### src/rtl/instruction_loader_pkg.sv
// Shared definitions for the instruction loader and the fetch path:
// FSM encoding, byte-lane numbering and the big-endian byte-select rule.
package instruction_loader_pkg;

  localparam int unsigned WORD_W = 32;
  localparam int unsigned BYTE_W = 8;
  localparam int unsigned LANE_W = 2;

  typedef enum logic [1:0] {
    ST_IDLE   = 2'd0,
    ST_ACCEPT = 2'd1,
    ST_WRITE  = 2'd2,
    ST_DONE   = 2'd3
  } state_e;

  localparam logic [LANE_W-1:0] LANE_MSB = 2'd0;
  localparam logic [LANE_W-1:0] LANE_B1  = 2'd1;
  localparam logic [LANE_W-1:0] LANE_B2  = 2'd2;
  localparam logic [LANE_W-1:0] LANE_LSB = 2'd3;

  // Byte at address offset `lane` within a word; offset 0 is the MSB.
  function automatic logic [BYTE_W-1:0] be_byte(input logic [WORD_W-1:0] word,
                                                input logic [LANE_W-1:0] lane);
    logic [BYTE_W-1:0] b;
    case (lane)
      LANE_MSB: b = word[31:24];
      LANE_B1:  b = word[23:16];
      LANE_B2:  b = word[15:8];
      default:  b = word[7:0];
    endcase
    return b;
  endfunction

endpackage

### src/rtl/instruction_loader_word_serializer.sv
// 32-to-8 lane shifter: holds the current word and presents one registered
// big-endian byte per lane, advancing on request.
module word_serializer
  import instruction_loader_pkg::*;
(
  input  logic                clk,
  input  logic                reset,
  input  logic                load_i,
  input  logic                advance_i,
  input  logic [WORD_W-1:0]   word_i,
  output logic [LANE_W-1:0]   lane_o,
  output logic [BYTE_W-1:0]   byte_o
);

  logic [WORD_W-1:0] word_q;
  logic [LANE_W-1:0] lane_q;
  logic [BYTE_W-1:0] byte_q;
  logic [LANE_W-1:0] lane_d;

  assign lane_d = lane_q + LANE_W'(1);

  always_ff @(posedge clk or posedge reset) begin
    if (reset) begin
      word_q <= '0;
      lane_q <= LANE_MSB;
      byte_q <= '0;
    end else if (load_i) begin
      word_q <= word_i;
      lane_q <= LANE_MSB;
      byte_q <= be_byte(word_i, LANE_MSB);
    end else if (advance_i) begin
      lane_q <= lane_d;
      byte_q <= be_byte(word_q, lane_d);
    end
  end

  assign lane_o = lane_q;
  assign byte_o = byte_q;

endmodule

### src/rtl/instruction_loader.sv
// Streams 32-bit instruction words into the byte-wide program store as four
// big-endian byte writes each, holding the core in busy for the whole load.
module instruction_loader
  import instruction_loader_pkg::*;
#(
  parameter int unsigned ADDR_WIDTH = 8,
  parameter int unsigned CNT_WIDTH  = ADDR_WIDTH - 1
) (
  input  logic                  clk,
  input  logic                  reset,
  input  logic                  start,
  input  logic [ADDR_WIDTH-1:0] base_addr,
  input  logic [CNT_WIDTH-1:0]  word_count,
  input  logic                  in_valid,
  input  logic [WORD_W-1:0]     in_word,
  output logic                  in_ready,
  output logic                  mem_we,
  output logic [ADDR_WIDTH-1:0] mem_addr,
  output logic [BYTE_W-1:0]     mem_wdata,
  output logic                  busy,
  output logic                  done,
  output logic [CNT_WIDTH-1:0]  words_written
);

  state_e                state_q;
  logic [ADDR_WIDTH-1:0] ptr_q;
  logic [ADDR_WIDTH-1:0] ptr_d;
  logic [CNT_WIDTH-1:0]  remaining_q;
  logic [CNT_WIDTH-1:0]  words_written_q;
  logic                  in_ready_q;
  logic                  mem_we_q;
  logic [ADDR_WIDTH-1:0] mem_addr_q;
  logic                  busy_q;
  logic                  done_q;
  logic [LANE_W-1:0]     lane;
  logic                  handshake;
  logic                  advance;

  assign handshake = in_valid & in_ready_q;
  assign advance   = (state_q == ST_WRITE) && (lane != LANE_LSB);
  assign ptr_d     = ptr_q + ADDR_WIDTH'(1);

  word_serializer u_ser (
    .clk       (clk),
    .reset     (reset),
    .load_i    (handshake),
    .advance_i (advance),
    .word_i    (in_word),
    .lane_o    (lane),
    .byte_o    (mem_wdata)
  );

  always_ff @(posedge clk or posedge reset) begin
    if (reset) begin
      state_q         <= ST_IDLE;
      ptr_q           <= '0;
      remaining_q     <= '0;
      words_written_q <= '0;
      in_ready_q      <= 1'b0;
      mem_we_q        <= 1'b0;
      mem_addr_q      <= '0;
      busy_q          <= 1'b0;
      done_q          <= 1'b0;
    end else begin
      done_q <= 1'b0;
      case (state_q)
        ST_IDLE: begin
          if (start) begin
            ptr_q           <= base_addr & ~ADDR_WIDTH'(3);
            remaining_q     <= word_count;
            words_written_q <= '0;
            busy_q          <= 1'b1;
            if (word_count == '0) begin
              state_q <= ST_DONE;
            end else begin
              in_ready_q <= 1'b1;
              state_q    <= ST_ACCEPT;
            end
          end
        end
        ST_ACCEPT: begin
          if (handshake) begin
            in_ready_q <= 1'b0;
            mem_we_q   <= 1'b1;
            mem_addr_q <= ptr_q;
            ptr_q      <= ptr_d;
            state_q    <= ST_WRITE;
          end
        end
        ST_WRITE: begin
          if (lane != LANE_LSB) begin
            mem_addr_q <= ptr_q;
            ptr_q      <= ptr_d;
            // Open the input one cycle early so the next word follows gaplessly.
            if (lane == LANE_B2 && remaining_q > CNT_WIDTH'(1)) begin
              in_ready_q <= 1'b1;
            end
          end else begin
            words_written_q <= words_written_q + CNT_WIDTH'(1);
            remaining_q     <= remaining_q - CNT_WIDTH'(1);
            if (remaining_q == CNT_WIDTH'(1)) begin
              mem_we_q   <= 1'b0;
              in_ready_q <= 1'b0;
              busy_q     <= 1'b0;
              done_q     <= 1'b1;
              state_q    <= ST_DONE;
            end else if (handshake) begin
              in_ready_q <= 1'b0;
              mem_addr_q <= ptr_q;
              ptr_q      <= ptr_d;
            end else begin
              mem_we_q   <= 1'b0;
              in_ready_q <= 1'b1;
              state_q    <= ST_ACCEPT;
            end
          end
        end
        ST_DONE: begin
          // A zero-word load arrives here still busy and emits done one cycle later.
          if (busy_q) begin
            busy_q <= 1'b0;
            done_q <= 1'b1;
          end else begin
            state_q <= ST_IDLE;
          end
        end
        default: state_q <= ST_IDLE;
      endcase
    end
  end

  assign in_ready      = in_ready_q;
  assign mem_we        = mem_we_q;
  assign mem_addr      = mem_addr_q;
  assign busy          = busy_q;
  assign done          = done_q;
  assign words_written = words_written_q;

endmodule

### config.mk
export PLATFORM = sky130hd
export DESIGN_NAME = instruction_loader
export DESIGN_NICKNAME = d
export VERILOG_FILES = /design/src/rtl/instruction_loader_pkg.sv /design/src/rtl/instruction_loader_word_serializer.sv /design/src/rtl/instruction_loader.sv
export SDC_FILE = /design/constraint.sdc
export NUM_CORES = 1
export LEC_CHECK = 0
export CAP_MARGIN = 20
export CORE_ASPECT_RATIO = 0.8
export CORE_MARGIN = 4
export CORE_UTILIZATION = 52
export DETAILED_ROUTE_END_ITERATION = 10
export GPL_ROUTABILITY_DRIVEN = 0
export PLACE_DENSITY = 0.8
export REMOVE_ABC_BUFFERS = 1
export SLEW_MARGIN = 20
export SYNTH_ARGS = -nofsm -noshare
export SYNTH_HDL_FRONTEND = slang
export SYNTH_SLANG_ARGS = --single-unit
export TNS_END_PERCENT = 1
### constraint.sdc
create_clock -name clk -period 3.2 [get_ports clk]
set_input_delay 0.64 -clock clk [delete_from_list [all_inputs] [get_ports clk]]
set_output_delay 0.64 -clock clk [all_outputs]
set_load 0.05 [all_outputs]
==> impl_metrics.py <==
metrics = {
    "flow_run": {
        "maxCapViolCount": 0,
    },
    "drt": {
        "drtIter0Drc": 167,
        "routed_wl_um": 10500,
        "vias_per_cell": 5.79,
        "drt_first_pass_iters": 5,
        "drc_errors": 0,
        "postRouteAntennaNets": 0,
        "routedWlPerCell_um": 16.3,
        "vias": 3723,
    },
    "die": {
        "die_w_um": 108,
        "ioPinCount": 78,
        "dieArea_mm2": 0.00948,
        "die_y_um": 87.9,
        "initial_core_util_pct": 54.8,
        "core_region_area_mm2": 0.00757,
        "num_rows": 28,
    },
    "placed_design": {
        "post-place-ws_ns": 0.598,
        "hpwl_um": 7190,
        "numPortBuffers": 75,
    },
    "sta": {
        "hold_viol": 0,
        "min_period_ns": 2.43,
        "finalSetupViolCount": 0,
        "final_max_slew_viol_count": 0,
        "skew_ns": 0.00999,
        "fmax_mhz": 411,
        "slew_headroom_pct": 49.0,
        "tns_ns": 0,
        "rsz0062_at_grt": "false",
        "period_share_pct": 76.1,
        "worst_slew_pin_slew_ns": 0.757,
        "finalWorstSetupSlack_ns": 0.766,
    },
    "synth": {
        "yosys.cell_types.count": 55,
        "synth.avg_cell_area_um2": 8.85,
        "ys.flop_type": "dfrtp_1",
        "ys_warn_count": 0,
        "syn_inst": 469,
        "syn_area_mm2": 0.00415,
        "async_reset_ff_share_pct": 100,
        "synth_edf_count": 0,
        "ys_seq_area_share_pct": 47.0,
        "ys_ff_latch": 78,
    },
    "global_route": {
        "grt_start_max_net_pins": 54,
        "grt_usage_pct": 23.6,
        "grt_pass1_vias": 3785,
        "antenna_found_initial": 0,
        "grt_pass1_wl_um": 17800,
        "gr-total-overflow": 0,
    },
    "final_layout": {
        "drive_above_1_share_pct": 8.74,
        "fillCellCount": 635,
        "nNetsFinal": 599,
        "num_antenna_cells": 0,
        "syn_to_final_growth_pct": 24.1,
    },
    "cts": {
        "clockRootBuffer": "clkbuf_8",
        "worst_skew_pair.late_latency_ns": 0.35,
        "numClockSinks": 78,
        "htree_levels": 3,
        "clkTransAtPathRegs_ns": 0.08,
        "cts_tree": "built",
        "hold_buffers": 0,
        "post_cts_buffers": 0,
        "cts_resized": 0,
        "cts_max_path_buffers": 2,
        "cts_made_buffers": 9,
    },
    "critical_path": {
        "critical_path_required_ns": 3.47,
        "path_max_fanout": 13,
        "worstPathArrival_ns": 2.71,
        "crit_type": "register to register",
        "worst_setup_path_start_kind": "register",
        "endpoint_kind": "register",
    },
    "power": {
        "p_per_area_mw_per_mm2": 350,
        "p_leak_nw": 2.35,
        "peakVddDrop_v": 0.000287,
    },
    "outcome": {
        "outcome": "finished clean",
    },
    "hold_path": {
        "hold_path.class": "register to register",
    },
}
## cells in the final DEF, fill, tap and decap left out, types with 2 or more instances in the layout
cell             instances
buf_4                    6
nand2b_1                 6
a31o_2                   3
nor3_1                   6
o2bb2ai_1                3
o211ai_1                 4
or2_2                    4
a222oi_1                 8
o21ai_0                 22
a211oi_1                 2
a32o_1                   2
a22oi_1                  2
dfrtp_1                 78
inv_1                   12
clkbuf_8                 9
o2111ai_1                3
and4_1                   2
nand3_1                  8
a21oi_1                 36
a2bb2oi_1                4
nand2_1                137
clkdlybuf4s50_1         75
and2_1                   4
o21ai_1                  7
mux2_2                  10
and3_1                   2
nor4_1                   2
mux2i_1                  3
nor2b_1                  7
a31oi_1                  4
nor2_1                  19
nor3b_1                  2
clkbuf_1                 2
a221oi_1                 2
ha_1                    14
clkinv_2                 2
## layer usage
metal / global-route usage [%] / up-vias / wire length (um)
li1: - / 1756 / -
met5: 0 / - / 0
met3: 6.12 / 9 / 817
met2: 36.7 / 158 / 4840
met1: 33.4 / 1800 / 4740
met4: 5.50 / 0 / 75
## through the flow
| stage | hold slack [ns] | util [%] | cells | cell area (um^2) | total power, mW |
|---|---|---|---|---|---|
| 2_1_floorplan | 0.445 | - | 440 | 4010 | 1.03 |
| 3_3_place_gp | 0.459 | 65.6 | 627 | 4960 | 1.11 |
| 3_5_place_dp | 0.462 | 65.6 | 628 | 4970 | 1.11 |
| 5_1_grt | 0.501 | 68.0 | 643 | 5150 | 1.86 |
| 6_report | 0.484 | 68.0 | 643 | 5150 | 1.80 |
| 4_1_cts | 0.482 | 68.0 | 643 | 5150 | 1.82 |
## critical path, cell delays in order, from the launching register on
cell and delay (ns):
dfrtp_1 0.41, inv_1 0.14, ha_1 0.48, nor2_1 0.17
nor3_1 0.59, buf_2 0.29, o21a_1 0.13, a2bb2oi_1 0.15
## flip-flops by register name, indices dropped and copies added (netlist names)
signal	flops
u_ser.word_q	32
mem_addr	8
ptr_q	8
u_ser.byte_o	8
remaining_q	7
words_written	7
state_q	2
u_ser.lane_o	2
busy	1
done	1
in_ready	1
mem_we	1
## synthesized netlist by cell type, types with 4 or more instances
| master | count | area (um^2) |
|---|---|---|
| a21oi_1 | 36 | 180 |
| a222oi_1 | 8 | 80.1 |
| a2bb2oi_1 | 4 | 35.0 |
| a31oi_1 | 4 | 25.0 |
| and2_1 | 5 | 31.3 |
| buf_1 | 5 | 18.8 |
| clkbuf_1 | 18 | 67.6 |
| dfrtp_1 | 78 | 1950 |
| ha_1 | 14 | 175 |
| inv_1 | 13 | 48.8 |
| mux2_2 | 10 | 113 |
| nand2_1 | 137 | 514 |
| nand2b_1 | 6 | 37.5 |
| nand3_1 | 8 | 40.0 |
| nor2_1 | 19 | 71.3 |
| nor2b_1 | 7 | 43.8 |
| nor3_1 | 6 | 30.0 |
| o211ai_1 | 4 | 30.0 |
| o21ai_0 | 22 | 110 |
| o21ai_1 | 7 | 35.0 |
| or2_2 | 4 | 25.0 |
## final timing paths
kind | startpoint | to | slack (ns) | cells after the start
max | state_q[0] | remaining_q[2] | 0.77 | 7
max reg2reg | state_q[0] | remaining_q[2] | 0.77 | 7
min | u_ser.word_q[6] | u_ser.word_q[6] | 0.48 | 2
min reg2reg | u_ser.word_q[6] | u_ser.word_q[6] | 0.48 | 2
max in group asynchronous | reset | u_ser.word_q[9] | 1.83 | 3
min in group asynchronous | reset | mem_addr[2] | 0.68 | 2
## power breakdown
group	internal, mW	total (mW)	switching (mW)
logic	0.0584	0.0939	0.0354
clock network	0.356	0.715	0.359
registers	0.987	0.992	0.00467
total	1.40	1.80	0.399
## cell type report
cell class | count | area (um^2) | area share (%)
Tap cell | 105 | 131 | 2.55
Multi-Input combinational cell | 349 | 2010 | 39.1
Clock inverter | 4 | 48.8 | 0.948
Timing Repair Buffer | 83 | 821 | 15.9
Sequential cell | 78 | 1950 | 37.9
Clock buffer | 11 | 131 | 2.55
Inverter | 13 | 48.8 | 0.948
## cells by family after synthesis
family                   share of synthesized area [%]
multiplexers                                      3.71
buffers and inverters                             4.43
AO/OA/AOI/OAI                                     18.4
flip-flops                                        47.0
adder cells (fa/ha/maj)                           4.22
AND/OR/NAND/NOR                                   22.2
Note: power is estimated with default switching activity, not from simulation.
